--- config.mk ---
export PLATFORM = sky130hd
export DESIGN_NAME = control_unit
export DESIGN_NICKNAME = d
export VERILOG_FILES = /design/src/rtl/control_unit_pkg.sv /design/src/rtl/control_unit_decoder.sv /design/src/rtl/control_unit.sv
export SDC_FILE = /design/constraint.sdc
export NUM_CORES = 1
export LEC_CHECK = 0
export CAP_MARGIN = 20
export CORE_MARGIN = 2
export CORE_UTILIZATION = 48
export DETAILED_ROUTE_END_ITERATION = 12
export PLACE_DENSITY = 0.83
export RECOVER_POWER = 25
export SLEW_MARGIN = 20
export SYNTH_ARGS = -nofsm -noshare
export SYNTH_HDL_FRONTEND = slang
export SYNTH_HIERARCHICAL = 1
export SYNTH_SLANG_ARGS = --single-unit
--- constraint.sdc ---
create_clock -name clk -period 3.2 [get_ports clk]
set_clock_uncertainty 0.1 [all_clocks]
set_input_delay 0.64 -clock clk [delete_from_list [all_inputs] [get_ports clk]]
set_output_delay 0.64 -clock clk [all_outputs]
set_load 0.01 [all_outputs]
--- src/rtl/control_unit_pkg.sv ---
// rtl/control_unit_pkg.sv - shared opcode, ALU and FSM constants for the CPU control unit
// Contents:
//   opcode constants and prefixes, ALU op width/default
//   FSM state encodings (ST_STEP only reachable with DEBUG_STEP_EN)
//   ctrl_t: the datapath control bundle and its safe (non-executing) value
package control_unit_pkg;

  // Opcode space: 00_0ooo ALU, 0100_xx LI, 100000 JMP, 100001 JZ, 100010 JNZ, 111111 HALT
  localparam logic [2:0] OP_ALU  = 3'b000;   // opcode[5:3] prefix
  localparam logic [3:0] OP_LI   = 4'b0100;  // opcode[5:2] prefix
  localparam logic [5:0] OP_JMP  = 6'b100000;
  localparam logic [5:0] OP_JZ   = 6'b100001;
  localparam logic [5:0] OP_JNZ  = 6'b100010;
  localparam logic [5:0] OP_HALT = 6'b111111;

  localparam int         ALU_OP_W = 3;
  localparam logic [2:0] ALU_NONE = 3'b000;

  // Legacy-compatible state encodings
  localparam logic [2:0] ST_IDLE = 3'd0;
  localparam logic [2:0] ST_RUN  = 3'd1;
  localparam logic [2:0] ST_HALT = 3'd2;
  localparam logic [2:0] ST_SKIP = 3'd3;
  localparam logic [2:0] ST_STEP = 3'd4;

  typedef struct packed {
    logic                s_inc;
    logic                s_inm;
    logic                we3;
    logic                wez;
    logic [ALU_OP_W-1:0] op_alu;
  } ctrl_t;

  // Controls presented whenever no instruction is executing: PC would increment,
  // but nothing is written (pc_we is gated separately).
  localparam ctrl_t CTRL_SAFE = '{
    s_inc:  1'b1,
    s_inm:  1'b0,
    we3:    1'b0,
    wez:    1'b0,
    op_alu: ALU_NONE
  };

endpackage

--- src/rtl/control_unit_decoder.sv ---
// rtl/control_unit_decoder.sv - combinational opcode/zero-flag decoder
// Ports:
//   opcode  in  6  instruction[15:10]
//   z       in  1  registered zero flag
//   ctrl    out    raw datapath controls (ungated by FSM state)
//   legal   out 1  opcode is defined (includes HALT)
//   halt    out 1  opcode is HALT
module control_unit_decoder
  import control_unit_pkg::*;
(
  input  logic [5:0] opcode,
  input  logic       z,
  output ctrl_t      ctrl,
  output logic       legal,
  output logic       halt
);

  always_comb begin
    ctrl  = CTRL_SAFE;
    legal = 1'b1;
    halt  = 1'b0;
    if (opcode[5:3] == OP_ALU) begin
      ctrl.op_alu = opcode[2:0];
      ctrl.we3    = 1'b1;
      ctrl.wez    = 1'b1;
    end else if (opcode[5:2] == OP_LI) begin
      ctrl.we3   = 1'b1;
      ctrl.s_inm = 1'b1;
    end else begin
      case (opcode)
        OP_JMP:  ctrl.s_inc = 1'b0;
        // Branches use the flag as registered before this edge, so an ALU
        // result written in the same cycle never steers the branch.
        OP_JZ:   ctrl.s_inc = ~z;
        OP_JNZ:  ctrl.s_inc = z;
        OP_HALT: halt = 1'b1;
        default: legal = 1'b0;
      endcase
    end
  end

endmodule

--- src/rtl/control_unit.sv ---
// rtl/control_unit.sv - run/halt sequencing control unit for the single-cycle CPU
// Optional feature macro: DEBUG_STEP_EN (adds step_req/step_ack and the STEP state)
// Ports:
//   clk       in   1      rising-edge clock
//   reset     in   1      asynchronous active-low reset
//   opcode    in   6      instruction[15:10]
//   z         in   1      registered zero flag
//   start     in   1      level; begin/resume execution
//   step_req  in   1      (DEBUG_STEP_EN) request a single instruction from HALT
//   step_ack  out  1      (DEBUG_STEP_EN) one-cycle pulse on HALT entry from STEP
//   s_inc     out  1      1: PC+1, 0: PC<=instruction[9:0]
//   s_inm     out  1      regfile write data = immediate
//   we3       out  1      regfile write enable
//   wez       out  1      zero-flag write enable
//   op_alu    out  3      ALU operation
//   pc_we     out  1      PC write enable
//   halted    out  1      in IDLE or HALT
//   illegal   out  1      sticky: halted on undefined opcode
//   retired   out  RET_W  executed-instruction count (wraps)
module control_unit
  import control_unit_pkg::*;
#(
  parameter int RET_W = 16
) (
  input  logic             clk,
  input  logic             reset,
  input  logic [5:0]       opcode,
  input  logic             z,
  input  logic             start,
`ifdef DEBUG_STEP_EN
  input  logic             step_req,
  output logic             step_ack,
`endif
  output logic             s_inc,
  output logic             s_inm,
  output logic             we3,
  output logic             wez,
  output logic [2:0]       op_alu,
  output logic             pc_we,
  output logic             halted,
  output logic             illegal,
  output logic [RET_W-1:0] retired
);

  localparam logic [RET_W-1:0] RET_ONE = {{(RET_W-1){1'b0}}, 1'b1};

  logic [2:0] state;
  logic [2:0] state_nxt;
  ctrl_t      raw;
  logic       legal;
  logic       halt_op;
  logic       exec;
  logic       do_retire;
  logic       stop;

  control_unit_decoder u_decoder (
    .opcode (opcode),
    .z      (z),
    .ctrl   (raw),
    .legal  (legal),
    .halt   (halt_op)
  );

`ifdef DEBUG_STEP_EN
  logic step_pending;
  assign exec = (state == ST_RUN) || (state == ST_STEP);
`else
  assign exec = (state == ST_RUN);
`endif

  // An executing cycle either retires a legal instruction or stops on HALT/illegal.
  assign do_retire = exec & legal & ~halt_op;
  assign stop      = exec & (~legal | halt_op);

  always_comb begin
    state_nxt = state;
    case (state)
      ST_IDLE: if (start) state_nxt = ST_RUN;
      ST_RUN:  if (stop)  state_nxt = ST_HALT;
      ST_HALT: begin
        if (start) state_nxt = ST_SKIP;
`ifdef DEBUG_STEP_EN
        else if (step_req) state_nxt = ST_SKIP;
`endif
      end
`ifdef DEBUG_STEP_EN
      ST_SKIP: state_nxt = step_pending ? ST_STEP : ST_RUN;
      // A step always returns to HALT, whatever the instruction was.
      ST_STEP: state_nxt = ST_HALT;
`else
      ST_SKIP: state_nxt = ST_RUN;
`endif
      default: state_nxt = ST_IDLE;
    endcase
  end

  always_ff @(posedge clk or negedge reset) begin
    if (!reset) begin
      state   <= ST_IDLE;
      illegal <= 1'b0;
      retired <= '0;
    end else begin
      state <= state_nxt;
      if (stop && !legal) begin
        illegal <= 1'b1;
      end else if (state == ST_SKIP) begin
        illegal <= 1'b0;
      end
      if (do_retire) begin
        retired <= retired + RET_ONE;
      end
    end
  end

`ifdef DEBUG_STEP_EN
  always_ff @(posedge clk or negedge reset) begin
    if (!reset) begin
      step_pending <= 1'b0;
      step_ack     <= 1'b0;
    end else begin
      step_ack <= (state == ST_STEP);
      // Remember why HALT was left so SKIP knows whether to run or step.
      if (state == ST_HALT) begin
        if (start) begin
          step_pending <= 1'b0;
        end else if (step_req) begin
          step_pending <= 1'b1;
        end
      end
    end
  end
`endif

  // Outputs come straight from state, so an asserted reset forces them safe at once.
  always_comb begin
    s_inc  = CTRL_SAFE.s_inc;
    s_inm  = CTRL_SAFE.s_inm;
    we3    = CTRL_SAFE.we3;
    wez    = CTRL_SAFE.wez;
    op_alu = CTRL_SAFE.op_alu;
    pc_we  = 1'b0;
    if (do_retire) begin
      s_inc  = raw.s_inc;
      s_inm  = raw.s_inm;
      we3    = raw.we3;
      wez    = raw.wez;
      op_alu = raw.op_alu;
      pc_we  = 1'b1;
    end else if (state == ST_SKIP) begin
      // Step the PC past the HALT/illegal word it is parked on.
      pc_we = 1'b1;
    end
  end

  assign halted = (state == ST_IDLE) || (state == ST_HALT);

endmodule

==> summary.md <==
| Metric | Value |
|---|---|
| Starting Density | `50.43%` |
| Worst VDD drop | `432.7 µV` |
| Layout area overhead | `49.04%` |
| Total of max-cap violations | `0` |
| Max Slew Vio Count | `0` |
| Final setup viols | `0` |
| Top cells by area, synth | `dfrtp_1, xnor2_1, ha_1, xor2_1, and2_1` |
| Ports | `36` |
| Share of the synthesized area in the top cell type | `43.04%` |
| Standard-cell rows | `17` |
| Vias in the first global route | `855` |
| Routability congestion estimate | `between 0.7 and 0.8` |
| Crit Path Category | `in -> out` |
| Share of layout cells above drive strength 1 | `21.66%` |
| Worst EP required | `2.46 ns` |
| LEAKAGE | `0.8610 nW` |
| Slew margin rel. | `42.37%` |
| Overflow after GRT | `0` |
| Number of H-tree levels | `1` |
| Pwr/cell area | `roughly 480 mW/mm²` |
| Post-route ant nets | `0` |
| Hold Crit Class | `reg -> reg` |
| Wirelength, routed | `2310 µm` |
| Detailed Routing Iterations Pass 1 | `4` |
| Clock latency at the later pin of the worst-skew pair | `around 0.29 ns` |
| Dpl hpwl | `~1700 µm` |
| Worst hold stages | `1` |
| Syn Inst Count | `~110` |
| Total number of vias | `937` |
| Critical path peak fanout | `3` |
| CTS tree | `done` |
| Fmax | `320.5 MHz` |
| First-pass GRT wire length | `3546 µm` |
| Gr usage total | `17.46%` |
| Critical Path Source Type | `input port` |
| Syn Nets | `122` |
| Final Critical Period | `about 3.1 ns` |
| Setup TNS | `0 ns` |
| Initial antenna violation count | `0` |
| Pwr Total | `0.0007830 W` |
| Die ar. | `0.002701 mm²` |
| Via density | `5.065` |
| DR DRC count | `0` |
| Largest area contributor in the netlist | `dfrtp_1` |
| Synth unique cells | `31` |
| Syn_area_per_cell | `10.33 µm²` |
| Reg2reg path depth | `8` |
| Port-buffer cells | `35` |
| Core Box Area | `0.002191 mm²` |
| Final-stage net count | `173` |
| Die Span X | `51.98 µm` |
| Clock Path Buffers | `2` |
| Ys Warns | `6` |
| Period utilization | `97.52%` |
| Register area | `approximately 480 µm²` |
| Clock root buffer | `clkbuf_4` |
| Seq/Total Area, Yosys | `43.04%` |
| Worst Tran Pin Value | `approximately 0.86 ns` |
| Data arrival, critical path | `2.38 ns` |
| Drt wl/cell | `12.49 µm` |
| Largest net degree at the start of global routing | `20` |
| Status | `finished clean` |
| Die Ht | `51.98 µm` |
| Drt initial violations | `12` |
| Final hold violation count | `0` |
| Sinks on the clock net | `19` |
| Multi-input gate area | `~630 µm²` |
| Synthesized flop and latch total | `19` |
| Mapped cell area | `0.001105 mm²` |
| Worst Setup End Kind | `output pin` |
| Filler instances | `~160` |
| Clk slew on worst S/H paths | `0.11 ns` |
| Inserted Clock Buffers | `3` |
| Diodes inserted | `0` |
[cells in the final DEF (no fill, tap or decap), drive strengths merged, types with 3 or more instances in the layout]
cell	Yosys	routed
nand4	6	6
buf	1	12
or2	3	3
dfrtp	19	19
nor3	3	3
nand2	13	13
nor2	8	8
xnor2	8	8
xor2	7	7
nand3	3	3
and2	9	9
dlymetal6s2s	0	7
clkdlybuf4s50	0	26
ha	5	5
nor4	3	3
clkbuf	0	3
inv	5	5
[final timing paths]
check	from	endpoint	slack (ns)
setup / recovery	opcode[1]	s_inc	0.08
hold / removal	retired[15]$_DFFE_PN0P_	retired[15]$_DFFE_PN0P_	0.39
setup reg to reg	state[1]$_DFFE_PN0P_	retired[15]$_DFFE_PN0P_	1.15
hold reg to reg	retired[15]$_DFFE_PN0P_	retired[15]$_DFFE_PN0P_	0.39
max in group asynchronous	reset	retired[13]$_DFFE_PN0P_	1.67
min in group asynchronous	reset	retired[7]$_DFFE_PN0P_	0.79
[synth_stat cells]
| cell type | count |
|---|---|
| o21ai_0 | 2 |
| o22ai_1 | 2 |
| or2_2 | 1 |
| mux2i_1 | 1 |
| xnor2_1 | 8 |
| nor4b_1 | 1 |
| or2_4 | 1 |
| buf_6 | 1 |
| nand4_2 | 1 |
| nand3b_1 | 1 |
| xor2_1 | 7 |
| and3_1 | 1 |
| and3_2 | 1 |
| nor4_2 | 2 |
| nor3_2 | 2 |
| nor4b_4 | 1 |
| nor4_4 | 1 |
| mux2_2 | 1 |
| inv_1 | 5 |
| a21oi_1 | 2 |
| dfrtp_1 | 19 |
| nand2b_1 | 1 |
| nor3_1 | 1 |
| and2_1 | 9 |
| nand3_1 | 2 |
| ha_1 | 5 |
| nand3_2 | 1 |
| nand4_1 | 5 |
| or2_1 | 1 |
| nor2_1 | 8 |
| nand2_1 | 13 |
[timing repair]
action / in CTS / in global routing
hold buffers: 0 / 0
pin swaps: 1 / 2
buffers inserted: 0 / 2
endpoints found under the setup margin: 8 / 8
resized for setup: 6 / 10
[worst max-delay path: stages]
cell and delay [ns]:
clkdlybuf4s50_1 0.45, nand2_2 0.12, a21oi_1 0.09, o22ai_2 0.19
nand3b_1 0.12, or2_2 0.28, clkdlybuf4s50_1 0.48
[metal layers]
layer  up-vias  part of all wire (%)  GRT usage [%]
li1        461                     -              -
met4         0                  0.35          3.947
met5         -                     0              0
met2        27                    51          29.75
met3         2                   6.2          4.310
met1       447                    42          22.22
[power breakdown]
| group | switching [W] | internal (W) |
|---|---|---|
| registers | 0.0000568 | 0.000285 |
| clock network | 0.0000707 | 0.0000465 |
| logic | 0.000144 | 0.000180 |
[registers in the layout, indices dropped and copies added, names as in the netlist]
| signal | flops |
|---|---|
| state | 2 |
| retired | 16 |
| illegal | 1 |
[cell families (layout without fill, tap and decap cells)]
family                     after synthesis  after routing  synth area share, %
AOI/OAI and AO/OA                        6              6                2.944
xor gates and xnor gates                15             15                11.89
muxes                                    2              2                1.925
adders and majority gates                5              5                5.663
and+or+nand+nor                         54             54                31.82
DFF                                     19             19                43.04
buffers and inverters                    6             56                2.718
[through the flow]
stage | hold WS (ns) | instance area [µm²] | instances | setup slack, ns | util (%)
3_5_place_dp | 0.3826 | 1554 | 179 | -0.1958 | 70.93
5_1_grt | 0.4280 | 1647 | 185 | -0.01325 | 75.16
6_report | 0.3876 | 1647 | 185 | 0.07946 | 75.16
2_1_floorplan | 0.2444 | 1105 | 107 | 0.8621 | -
4_1_cts | 0.3992 | 1600 | 183 | 0.005410 | 73.04
3_3_place_gp | 0.3567 | 1554 | 179 | -0.09325 | 70.93
[final cells by class]
cell class / count / share of cell area, %
multi-input cells: 82 / 38.45
clock buffers: 3 / 1.368
clock inverters: 1 / 0.3040
flip-flops and latches: 19 / 28.88
well taps: 28 / 2.128
repair buffers: 47 / 27.74
inverters: 5 / 1.140
No activity file was read; power rests on OpenSTA's default activity.
